File: src/rtl/fft_pkg.sv
// fft_pkg: shared types, defaults and helpers for the FFT input loader.
//   DATA_W_DEF / LOG2N_DEF : default sample width and log2 frame length
//   BANK0 / BANK1          : ping-pong bank indices
//   bitrev()               : reverse the low 'width' bits of a value
package fft_pkg;

   localparam int DATA_W_DEF   = 8;
   localparam int LOG2N_DEF    = 4;
   localparam int BITREV_MAX_W = 16;

   localparam logic BANK0 = 1'b0;
   localparam logic BANK1 = 1'b1;

   // Reverses bits [width-1:0]; bits at and above 'width' come back zero.
   // Constant indices only, so the loop unrolls to pure wiring.
   function automatic logic [BITREV_MAX_W-1:0] bitrev(input logic [BITREV_MAX_W-1:0] v,
                                                      input int width);
      logic [BITREV_MAX_W-1:0] r;
      r = '0;
      for (int i = 0; i < BITREV_MAX_W; i++) begin
         for (int j = 0; j < BITREV_MAX_W; j++) begin
            if ((i < width) && (i + j == width - 1)) r[i] = v[j];
         end
      end
      return r;
   endfunction

endpackage

File: src/rtl/fft_sample_bank.sv
// fft_sample_bank: one N x DATA_W sample buffer of the ping-pong pair.
//   clk, reset           : clock, async active-high reset (output regs only)
//   we_i/waddr_i/wdata_i : synchronous write port
//   re_i                 : read enable for both read ports
//   raddr_a_i/raddr_b_i  : read addresses
//   rdata_a_o/rdata_b_o  : registered read data, held while re_i is low
module fft_sample_bank
   import fft_pkg::*;
#(
   parameter int DATA_W = DATA_W_DEF,
   parameter int LOG2N  = LOG2N_DEF
) (
   input  logic              clk,
   input  logic              reset,
   input  logic              we_i,
   input  logic [LOG2N-1:0]  waddr_i,
   input  logic [DATA_W-1:0] wdata_i,
   input  logic              re_i,
   input  logic [LOG2N-1:0]  raddr_a_i,
   input  logic [LOG2N-1:0]  raddr_b_i,
   output logic [DATA_W-1:0] rdata_a_o,
   output logic [DATA_W-1:0] rdata_b_o
);

   localparam int N = 1 << LOG2N;

   logic [DATA_W-1:0] mem_q [N];
   logic [DATA_W-1:0] rdata_a_q, rdata_b_q;

   // Storage is deliberately left without reset.
   always_ff @(posedge clk) begin
      if (we_i) mem_q[waddr_i] <= wdata_i;
   end

   always_ff @(posedge clk or posedge reset) begin
      if (reset) begin
         rdata_a_q <= '0;
         rdata_b_q <= '0;
      end else if (re_i) begin
         rdata_a_q <= mem_q[raddr_a_i];
         rdata_b_q <= mem_q[raddr_b_i];
      end
   end

   assign rdata_a_o = rdata_a_q;
   assign rdata_b_o = rdata_b_q;

endmodule

File: src/rtl/fft_bitrev_loader.sv
// fft_bitrev_loader: writes a real sample stream into a ping-pong buffer in
// bit-reversed order and serves operand pairs to the butterfly stage.
//   clk, reset            : clock, async active-high reset
//   in_valid/in_data      : sample stream in, accepted when in_ready is high
//   in_ready              : write bank is free
//   full                  : read bank holds a complete frame
//   rd_en/rd_addr_a/b     : operand pair request (1-cycle latency)
//   rd_valid/a_out/b_out  : operand pair response; data held between reads
//   frame_done            : consumer releases the current read bank
//   overflow              : sticky, a sample was offered while in_ready was low
module fft_bitrev_loader
   import fft_pkg::*;
#(
   parameter int DATA_W = DATA_W_DEF,
   parameter int LOG2N  = LOG2N_DEF
) (
   input  logic              clk,
   input  logic              reset,
   input  logic              in_valid,
   input  logic [DATA_W-1:0] in_data,
   output logic              in_ready,
   output logic              full,
   input  logic              rd_en,
   input  logic [LOG2N-1:0]  rd_addr_a,
   input  logic [LOG2N-1:0]  rd_addr_b,
   output logic              rd_valid,
   output logic [DATA_W-1:0] a_out,
   output logic [DATA_W-1:0] b_out,
   input  logic              frame_done,
   output logic              overflow
);

   logic [LOG2N-1:0] wr_cnt_q, wr_cnt_d;
   logic             wr_bank_q, wr_bank_d;
   logic             rd_bank_q, rd_bank_d;
   logic [1:0]       loaded_q, loaded_d;
   logic             overflow_q, overflow_d;
   logic             rd_valid_q;
   logic             rd_sel_q;

   logic             accept, last, release_rd, rd_fire;
   logic [LOG2N-1:0] wr_addr;

   logic [1:0][DATA_W-1:0] bank_a, bank_b;

   assign in_ready   = ~loaded_q[wr_bank_q];
   assign full       = loaded_q[rd_bank_q];
   assign accept     = in_valid & in_ready;
   assign last       = accept & (wr_cnt_q == {LOG2N{1'b1}});
   assign release_rd = frame_done & full;
   // Reads always use the pre-toggle rd_bank, even alongside frame_done.
   assign rd_fire    = rd_en & full;
   assign wr_addr    = LOG2N'(bitrev(BITREV_MAX_W'(wr_cnt_q), LOG2N));

   // A completing write and a release never hit the same bank: the write
   // bank must be unloaded to accept, the read bank loaded to release.
   always_comb begin
      wr_cnt_d   = wr_cnt_q;
      wr_bank_d  = wr_bank_q;
      rd_bank_d  = rd_bank_q;
      loaded_d   = loaded_q;
      overflow_d = overflow_q | (in_valid & ~in_ready);
      if (accept) wr_cnt_d = wr_cnt_q + 1'b1;
      if (last) begin
         loaded_d[wr_bank_q] = 1'b1;
         wr_bank_d           = ~wr_bank_q;
      end
      if (release_rd) begin
         loaded_d[rd_bank_q] = 1'b0;
         rd_bank_d           = ~rd_bank_q;
      end
   end

   always_ff @(posedge clk or posedge reset) begin
      if (reset) begin
         wr_cnt_q   <= '0;
         wr_bank_q  <= BANK0;
         rd_bank_q  <= BANK0;
         loaded_q   <= '0;
         overflow_q <= 1'b0;
         rd_valid_q <= 1'b0;
         rd_sel_q   <= BANK0;
      end else begin
         wr_cnt_q   <= wr_cnt_d;
         wr_bank_q  <= wr_bank_d;
         rd_bank_q  <= rd_bank_d;
         loaded_q   <= loaded_d;
         overflow_q <= overflow_d;
         rd_valid_q <= rd_fire;
         // Remember which bank answered so outputs hold between reads.
         if (rd_fire) rd_sel_q <= rd_bank_q;
      end
   end

   for (genvar b = 0; b < 2; b++) begin : g_bank
      fft_sample_bank #(
         .DATA_W (DATA_W),
         .LOG2N  (LOG2N)
      ) u_bank (
         .clk       (clk),
         .reset     (reset),
         .we_i      (accept & (wr_bank_q == 1'(b))),
         .waddr_i   (wr_addr),
         .wdata_i   (in_data),
         .re_i      (rd_fire & (rd_bank_q == 1'(b))),
         .raddr_a_i (rd_addr_a),
         .raddr_b_i (rd_addr_b),
         .rdata_a_o (bank_a[b]),
         .rdata_b_o (bank_b[b])
      );
   end

   assign a_out    = bank_a[rd_sel_q];
   assign b_out    = bank_b[rd_sel_q];
   assign rd_valid = rd_valid_q;
   assign overflow = overflow_q;

endmodule

File: config.mk
export PLATFORM = sky130hd
export DESIGN_NAME = fft_bitrev_loader
export DESIGN_NICKNAME = d
export VERILOG_FILES = /design/src/rtl/fft_pkg.sv /design/src/rtl/fft_sample_bank.sv /design/src/rtl/fft_bitrev_loader.sv
export SDC_FILE = /design/constraint.sdc
export NUM_CORES = 1
export LEC_CHECK = 0
export BUFFER_PORTS_ARGS = -buffer_cell sky130_fd_sc_hd__buf_2
export CORE_AREA = 2 2 181 201
export DETAILED_ROUTE_END_ITERATION = 10
export DIE_AREA = 0 0 183 203
export PLACE_DENSITY = 0.62
export SLEW_MARGIN = 20
export SYNTH_ARGS = -nofsm -noshare
export SYNTH_HDL_FRONTEND = slang
export SYNTH_SLANG_ARGS = --single-unit
File: constraint.sdc
create_clock -name clk -period 1.8 [get_ports clk]
set_input_delay 0.36 -clock clk [delete_from_list [all_inputs] [get_ports clk]]
set_output_delay 0.36 -clock clk [all_outputs]
set_load 0.02 [all_outputs]
# --- Yosys cells after proc, flatten, opt, wreduce, memory -nomap -nowiden ---
# Memories as Yosys holds them, arrays and structs flattened. A register that Yosys moved wholly into a read port is not among the register bits.
# Cells that the tools add are included.
word_totals:
  word_cells: 52
  input_bits: 21
  output_inout_bits: 20
  mem_count: 2
  reg_bits: 11
  ram_bits: 256
memory_table:
  columns: ["memory", "words", "word_bits", "rd", "rd_ports_with_merged_regs", "wr", "line", "text"]
  rows:
  - ["g_bank[0].u_bank.mem_q", 16, 8, 2, 2, 1, "fft_sample_bank.sv:27", "logic [DATA_W-1:0] mem_q [N];"]
  - ["g_bank[1].u_bank.mem_q", 16, 8, 2, 2, 1, "fft_sample_bank.sv:27", null]
op_classes:
  n_addsub: 1
  reduce_logical: 2
  magnitude_cmp: 5
  bitwise_logic: 16
  muxes: 18
  eq_ne: 1
ops:
  columns: ["operator", "n"]
  rows:
  - ["$mux 8", 4]
  - ["$mux 1", 10]
  - ["$and 1x1->1", 9]
  - ["$lt 1x2->1 const B", 3]
  - ["$add 4x1->4 const B", 1]
  - ["$eq 4x4->1 const B", 1]
  - ["$mux 2", 2]
  - ["$not 1->1", 3]
  - ["$and 2x2->2", 1]
  - ["$demux 1 s1", 2]
  - ["$ge 1x1->1 const B", 2]
  - ["$logic_and 1x1->1", 2]
  - ["$not 2->2", 1]
  - ["$or 2x2->2", 1]
  - ["$or 1x1->1", 1]

# --- Longest topological paths before layout ---
# Gate-level depths: netlist (run 1).
logic_depth:
  ltp_word: 8
  ltp_mapped: 8
  depth_no_buf: 4

# --- By module ---
# Synthesis (run 1) repeated with hierarchy kept, for this count alone.
unflattened:
  hier_cells: 722
  area_unflattened_um2: 13942.1
modules_own_cells:
  columns: ["mod", "area_each_um2", "n_inst", "seq_area_each_um2", "cells_per_inst"]
  rows:
  - ["fft_sample_bank", 6625.1, 2, 4244.1, 330]
  - ["fft_bitrev_loader", 691.9, 1, 275.3, 62]

# --- Least setup slack after synthesis (run 1) ---
# Ideal clock, no wire load.
synth_timing:
  path_kind: "flip-flop to flip-flop"
  startpoint: "register loaded_q[1]"
  endpoint: "memory g_bank[1].u_bank.mem_q[12][0] (netlist bit) (enable)"
  setup_time_ps: 383
  path_buffers: 1
  setup_slack_ps: -62
  arrival_ps: 1478
  stages_incl_launch_ff: 5
  path_cell_list: "dfrtp_1 clkbuf_1 and3b_1 nand2_1 nor3_1"
synth_between:
  elab_chain_cells: 7
synth_rtl:
  columns: ["element", "line", "text"]
  rows:
  - ["from (decl)", "fft_bitrev_loader.sv:36", "logic [1:0] loaded_q, loaded_d;"]
  - ["from (signal assigned)", "fft_bitrev_loader.sv:87", "loaded_q <= loaded_d;"]
  - ["$mux 1 (implied by the code) (2 in series)", "fft_bitrev_loader.sv:46", "assign in_ready = ~loaded_q[wr_bank_q];"]
  - ["$not 1->1", "fft_bitrev_loader.sv:46", null]
  - ["$and 1x1->1", "fft_bitrev_loader.sv:48", "assign accept = in_valid & in_ready;"]
  - ["$and 1x1->1", "fft_bitrev_loader.sv:102", ".we_i (accept & (wr_bank_q == 1'(b))),"]
  - ["$mux 1", "fft_sample_bank.sv:32", "if (we_i) mem_q[waddr_i] <= wdata_i;"]
  - ["$mux 1 (implied by the code)", "fft_sample_bank.sv:32", null]
  - ["to (decl)", "fft_sample_bank.sv:27", null]
# Every way passes these cells. The select of a mux whose other input is x is not followed.

# --- Worst setup path after layout (run 1) ---
layout_timing:
  startpoint: "register rd_sel_q"
  endpoint: "output port b_out[6]"
layout_between:
  elab_chain_cells: 2
layout_rtl:
  columns: ["element", "line", "text"]
  rows:
  - ["from (decl)", "fft_bitrev_loader.sv:39", "logic rd_sel_q;"]
  - ["from (signal assigned)", "fft_bitrev_loader.sv:91", "if (rd_fire) rd_sel_q <= rd_bank_q;"]
  - ["$mux 8 (implied by the code) (2 in series)", "fft_bitrev_loader.sv:114", "assign b_out = bank_b[rd_sel_q];"]
  - ["to (decl)", "fft_bitrev_loader.sv:28", "output logic [DATA_W-1:0] b_out,"]
# Every way passes these cells. The select of a mux whose other input is x is not followed.

==> impl_metrics.ini, run 1 <==
[critical_path]
reg2reg_depth = 6
crit_type = flip-flop to output port
crit_arrival_ps = 1600
regToRegStartpoint = loaded_q[0]$_DFF_PP0_
r2r_slack_ps = 0
start_kind = flip-flop
cp-end-kind = output port
cp.required_ps = 1440
r2r-end = g_bank[0].u_bank.mem_q[6][3]$_DFFE_PP_
crit_fanout = 7

[min_path]
hp-class = primary input to flip-flop
whs_path_depth = 2
hold_end = rd_bank_q$_DFFE_PP0P_
hp-start = frame_done

[layout]
seq_area_mm2 = 0.00876
syn_to_final_growth_pct = 23.0
drive_gt1_share_pct = 41.5
final_cell_mix = edfxtp_1, mux4_2, buf_4
fin_util_pct = 48.9
layout.nets = 968
antenna_cells = 0
fin_cells = 1411
finalInstanceArea_mm2 = 0.0171
mostFrequentLayoutCell = edfxtp_1
n_fill_cell = 2890
multiInputGateArea_mm2 = 0.00494

[floorplan]
die_h_um = 203
fp.dieW_um = 183
start_util_pct = 39.8
coreArea_mm2 = 0.0350
rows = 72
ios = 41
die-area_mm2 = 0.0371

[routing]
via_count = 8134
drt-wirelength-per-cell_um = 26.4
drc_errors = 0
drt_iter0_drc = 818
firstDrtPassIters = 5
detail_route.vias_per_cell = 5.76
ant_nets = 0
finalWirelength_mm = 37.2

[logic_synthesis]
yosysUniqueCellTypes = 37
syn_area_mm2 = 0.0139
yosys_warnings = 0
ys_seq_area_share_pct = 63.0
synth_seq_cells = 299
syn_area_per_cell_um2 = 17.6
synth_fp_nets = 817
synth_flop_cell = edfxtp_1
ys_async_sr_fraction_pct = 14.4
syn_inst = 792
synth_edf_count = 256

[grt]
grt_pass1_vias = 8371
antenna_found_initial = 0
grt_max_degree = 44
grt_pass1_wl_mm = 55.0
overflow = 0
grt_util_all_layers_pct = 20.4

[clock_network]
clkLatencyLatePin_ps = 560
cts_tree = yes
cts-root-buf = clkbuf_16
clk_pin_slew_ps = 60
cts.sinks = 299
numCtsBuffers = 31
clockBufferDepth = 3
h-tree-depth = 1

[sta]
layout_setup_ws_ps = -161
tightest_slew_ps = 706
fmax_mhz = 510
slew_headroom_pct = 52.9
period_share_pct = 109
maxSlewViolCount = 0
min_period_ps = 1960
fin_skew_ps = 7.57
hold_viol = 0
finalSetupViolations = 19
rsz0062_at_grt = true

[run_status]
violations = negative setup slack
status = finished with violations

[power]
p_leak_nw = 6.09
power.total_mw = 20.4
power.density_mw_per_mm2 = 1190
ir_drop_mv = 0.630

[placement]
dpl_worst_slack_ps = -194
dp_hpwl_mm = 25.7
io_buffers = 40
globalplace.congestion = 0.829
place_area_mm2 = 0.0157
dp_cells = 1344

[flow_run]
maxCapViolCount = 0
[stage by stage]
| stage | hold WS (ps) | setup TNS (ps) |
|---|---|---|
| 5_1_grt | 37.2 | -6430 |
| 2_1_floorplan | 451 | 0 |
| 3_3_place_gp | 422 | -14010 |
| 6_report | 30.9 | -2260 |
| 3_5_place_dp | 430 | -14160 |
| 4_1_cts | 8.95 | -2810 |
[report_power, final]
group          internal (mW)  switching, mW  leakage [nW]  total (mW)
registers               8.34          0.607          2.86        8.95
logic                   2.45           2.29          2.72        4.74
clock network           4.01           2.73         0.512        6.74
[what timing repair did]
action                     CTS  global route
gates cloned                 1             0
buffers inserted             5             3
hold buffers                 1             0
hold endpoints to repair    43             0
pin swaps                    0             2
setup endpoints to repair   56            18
gates resized for setup     62            21
[layer usage]
metal  track usage [%]  routed length, um  vias up  share of wire (%)
met1              28.7              15500     4223                 42
met3              3.44               2950       49                7.9
met2              33.2              18000      329                 48
met4              5.60                821        0                2.2
met5                 0                  0        -                  0
li1                  -                  -     3533                  -
[worst max-delay path: stages (launching register included)]
cell and delay (ps):
dfrtp_1 410, buf_6 170, mux2_4 320, buf_6 130
[state kept, by name, indices dropped and copies added, names as in the netlist]
register / count
rd_bank_q: 1
overflow: 1
g_bank.u_bank.mem_q: 256
rd_valid: 1
g_bank.u_bank.rdata_b_o: 16
rd_sel_q: 1
g_bank.u_bank.rdata_a_o: 16
wr_bank_q: 1
loaded_q: 2
wr_cnt_q: 4
[area by class of cell]
cell class | count | share of cell area [%]
multi-input cells | 433 | 28.9
repair buffers | 172 | 10.2
clock inverters | 24 | 1.67
well taps | 444 | 3.25
clock buffers | 33 | 4.58
inverters | 6 | 0.132
flip-flops and latches | 299 | 51.3
[cell usage after synthesis (18+ instances only)]
master	number	area share (%)
clkbuf_1	18	0.49
mux2_2	45	3.6
mux4_2	110	18
edfxtp_1	256	55
a22oi_1	25	1.3
nor2b_1	22	0.99
nand3_1	22	0.79
and2_1	18	0.81
dfrtp_1	43	7.7
mux2i_1	51	3.7
nor2_1	29	0.78
nand2_1	25	0.67
o21ai_1	24	0.86
[cell families (layout without fill, tap and decap cells)]
| family | Yosys count | after routing | share of synthesized area (%) |
|---|---|---|---|
| AO/OA/AOI/OAI | 87 | 87 | 3.99 |
| XOR/XNOR | 3 | 3 | 0.189 |
| adder cells (fa/ha/maj) | 4 | 4 | 0.360 |
| buffers and inverters | 60 | 235 | 2.45 |
| flip-flops | 299 | 299 | 63.0 |
| multiplexers | 206 | 206 | 25.1 |
| AND/OR/NAND/NOR | 133 | 133 | 4.85 |
[worst max path at each step]
stage | start | endpoint | slack, ps | cells past startpoint
2_1_floorplan | rd_addr_b[1] | g_bank[0].u_bank.rdata_b_o[0]$_DFFE_PP0P_ | 6 | 6
3_3_place_gp | rd_addr_b[1] | g_bank[1].u_bank.rdata_b_o[2]$_DFFE_PP0P_ | -200 | 7
3_5_place_dp | rd_addr_b[1] | g_bank[1].u_bank.rdata_b_o[2]$_DFFE_PP0P_ | -190 | 7
4_1_cts | rd_sel_q$_DFFE_PP0P_ | b_out[6] | -180 | 3
5_1_grt | rd_sel_q$_DFFE_PP0P_ | b_out[6] | -210 | 3
6_report | rd_sel_q$_DFFE_PP0P_ | b_out[6] | -160 | 3
Note: power is estimated with default switching activity, not from simulation.
==> inputs of run 2 (changes only) <==
--- a/config.mk
+++ b/config.mk
@@ -9,6 +9,7 @@
 export CORE_AREA = 2 2 181 201
 export DETAILED_ROUTE_END_ITERATION = 10
 export DIE_AREA = 0 0 183 203
+export GPL_TIMING_DRIVEN = 0
 export PLACE_DENSITY = 0.62
 export SLEW_MARGIN = 20
 export SYNTH_ARGS = -nofsm -noshare
==> run 2 against run 1 <==
- the run still ends with negative setup slack left
- routed wire length rose by 11%
- critical path depth stayed put
- clock power is 6.1% higher
- register-to-register slack worse by 80 ps
- design area fell by 2.7%
- clock-buffer cell count stayed put
- via count grew 1.4%
- combinational power fell by 4.4%
- power up 1.7%
- first-iteration DRC count is 56% higher
==> impl_metrics.ini, run 2 (synthesis gave the netlist of run 1 again) <==
[layout]
syn_to_final_growth_pct = 19.7
mostFrequentLayoutCell = edfxtp_1
largest_register_ffs = 256
top_register = g_bank.u_bank.mem_q
n_fill_cell = 2915
layout.nets = 908
antenna_cells = 0
final_cell_mix = edfxtp_1, mux4_2, mux2i_1
drive_gt1_share_pct = 41.0

[critical_path]
cp.required_ps = 1440
critPathMaxStageDelay_ps = 450
crit_type = flip-flop to output port
cp-end-kind = output port
start_kind = flip-flop
cp_cell_sequence = buf_8 > mux2_4 > buf_6
crit_arrival_ps = 1650
crit_fanout = 5
slowest_stage = dfrtp_2

[sta]
rsz0062_at_grt = true
layout_setup_ws_ps = -209
maxSlewViolCount = 0
period_share_pct = 112
fin_hold_ws_ps = 22.4
fmax_mhz = 498
fin_skew_ps = 25.4
finalSetupViolations = 82
hold_viol = 0
slew_headroom_pct = 42.4
setup_tns_ps = -6100
min_period_ps = 2010
tightest_slew_ps = 864

[power]
power.clock.fraction_pct = 34.4
power.total_mw = 20.8
p_leak_nw = 5.74
switchingPower_mw = 5.85
p_int_mw = 14.9
comb_power_share_pct = 21.8
ir_drop_mv = 0.690
switching_share_pct = 28.2
power.density_mw_per_mm2 = 1250
pwr-share-seq_pct = 43.8

[clock_network]
h-tree-depth = 1
numCtsBuffers = 31
clkLatencyLatePin_ps = 590
clockBufferDepth = 3
cts-root-buf = clkbuf_16
cts_tree = yes
cts.sinks = 299
clk_pin_slew_ps = 60

[run_status]
violations = negative setup slack
status = finished with violations

[routing]
wl_met1_mm = 16.9
via_count = 8246
wl_met3_mm = 3.25
routed-wl-met2_mm = 20.2
drc_errors = 0
firstDrtPassIters = 5
detail_route.vias_per_cell = 6.10
top_layer_used = met5
drt-wirelength-per-cell_um = 30.6
ant_nets = 0
finalWirelength_mm = 41.4
drt_iter0_drc = 1272

[floorplan]
coreArea_mm2 = 0.0350
ios = 41
start_util_pct = 39.8
rows = 72
fp.dieW_um = 183
die_h_um = 203
die-area_mm2 = 0.0371

[placement]
dp_hpwl_mm = 27.4
globalplace.congestion = 0.846
io_buffers = 32

[grt]
grt_util_all_layers_pct = 22.6
grt_pass1_wl_mm = 59.0
grt_max_degree = 33
antenna_found_initial = 1
grt_pass1_vias = 8295
overflow = 0

[flow_run]
maxCapViolCount = 0

[min_path]
hp-class = primary input to flip-flop
-- run 2: cell types whose count changed in the layout (fill, tap and decap cells not counted), sizes merged --
| cell | before | now |
|---|---|---|
| buf | 171 | 97 |
| clkbuf | 33 | 47 |
| bufinv | 6 | 9 |
| clkinvlp | 5 | 3 |
| clkinv | 12 | 13 |
| inv | 7 | 6 |
-- run 2: power by group through the flow --
stage / registers [mW] / logic, mW / clock network, mW
CTS: 9.09 / 4.41 / 7.22
global placement: 8.98 / 3.52 / 0
finish: 9.10 / 4.53 / 7.15
floorplan: 8.72 / 2.43 / 0
global route: 9.16 / 4.78 / 7.46
detailed placement: 9.01 / 3.56 / 0
-- run 2: critical path, delay by kind of cell, from the launching register on --
kind,cells,cell delay [ps]
muxes,1,320
DFF,1,450
buffers and inverters,2,280
-- run 2: repair_timing --
item,in CTS,in global routing
buffers inserted,25,4
gates cloned,1,0
pin swaps,16,9
setup endpoints to repair,307,244
gates resized for setup,148,17
hold buffers,1,0
endpoints found under the hold margin,18,0
-- run 2: worst paths after layout --
check | slack (ps) | cells after the start | start | to
setup reg to reg | -80 | 4 | wr_bank_q$_DFFE_PP0N_ | g_bank[0].u_bank.mem_q[12][2]$_DFFE_PP_
setup / recovery | -210 | 3 | rd_sel_q$_DFFE_PP0P_ | b_out[2]
min in group asynchronous | 340 | 3 | reset | g_bank[1].u_bank.rdata_a_o[4]$_DFFE_PP0P_
hold / removal | 20 | 2 | frame_done | rd_bank_q$_DFFE_PP0P_
hold reg to reg | 480 | 1 | overflow$_DFF_PP0_ | overflow$_DFF_PP0_
max in group asynchronous | 900 | 4 | reset | rd_bank_q$_DFFE_PP0P_
-- run 2: through the flow --
step	instances	util, %	cell area [um2]	worst slack (ps)
2_1_floorplan	792	-	13900	5.86
3_3_place_gp	1268	41.9	14700	-925
5_1_grt	1352	47.6	16600	-236
4_1_cts	1348	47.3	16500	-228
6_report	1352	47.6	16600	-209
3_5_place_dp	1269	42.0	14700	-875
-- run 2: layout make-up --
cell class,instances,area [um2],area share (%)
plain buffers,48,338,2.03
clock buffers,33,783,4.71
clock inverters,25,350,2.10
inverters,6,26.3,0.158
multi-input cells,433,5140,30.9
flip-flops and latches,299,8770,52.7
well taps,444,556,3.34
repair buffers,64,681,4.09
-- run 2: metal layers --
metal	vias up	global-route usage [%]
met3	64	3.03
met1	4361	31.5
met5	-	0
li1	3414	-
met4	2	6.46
met2	405	37.3
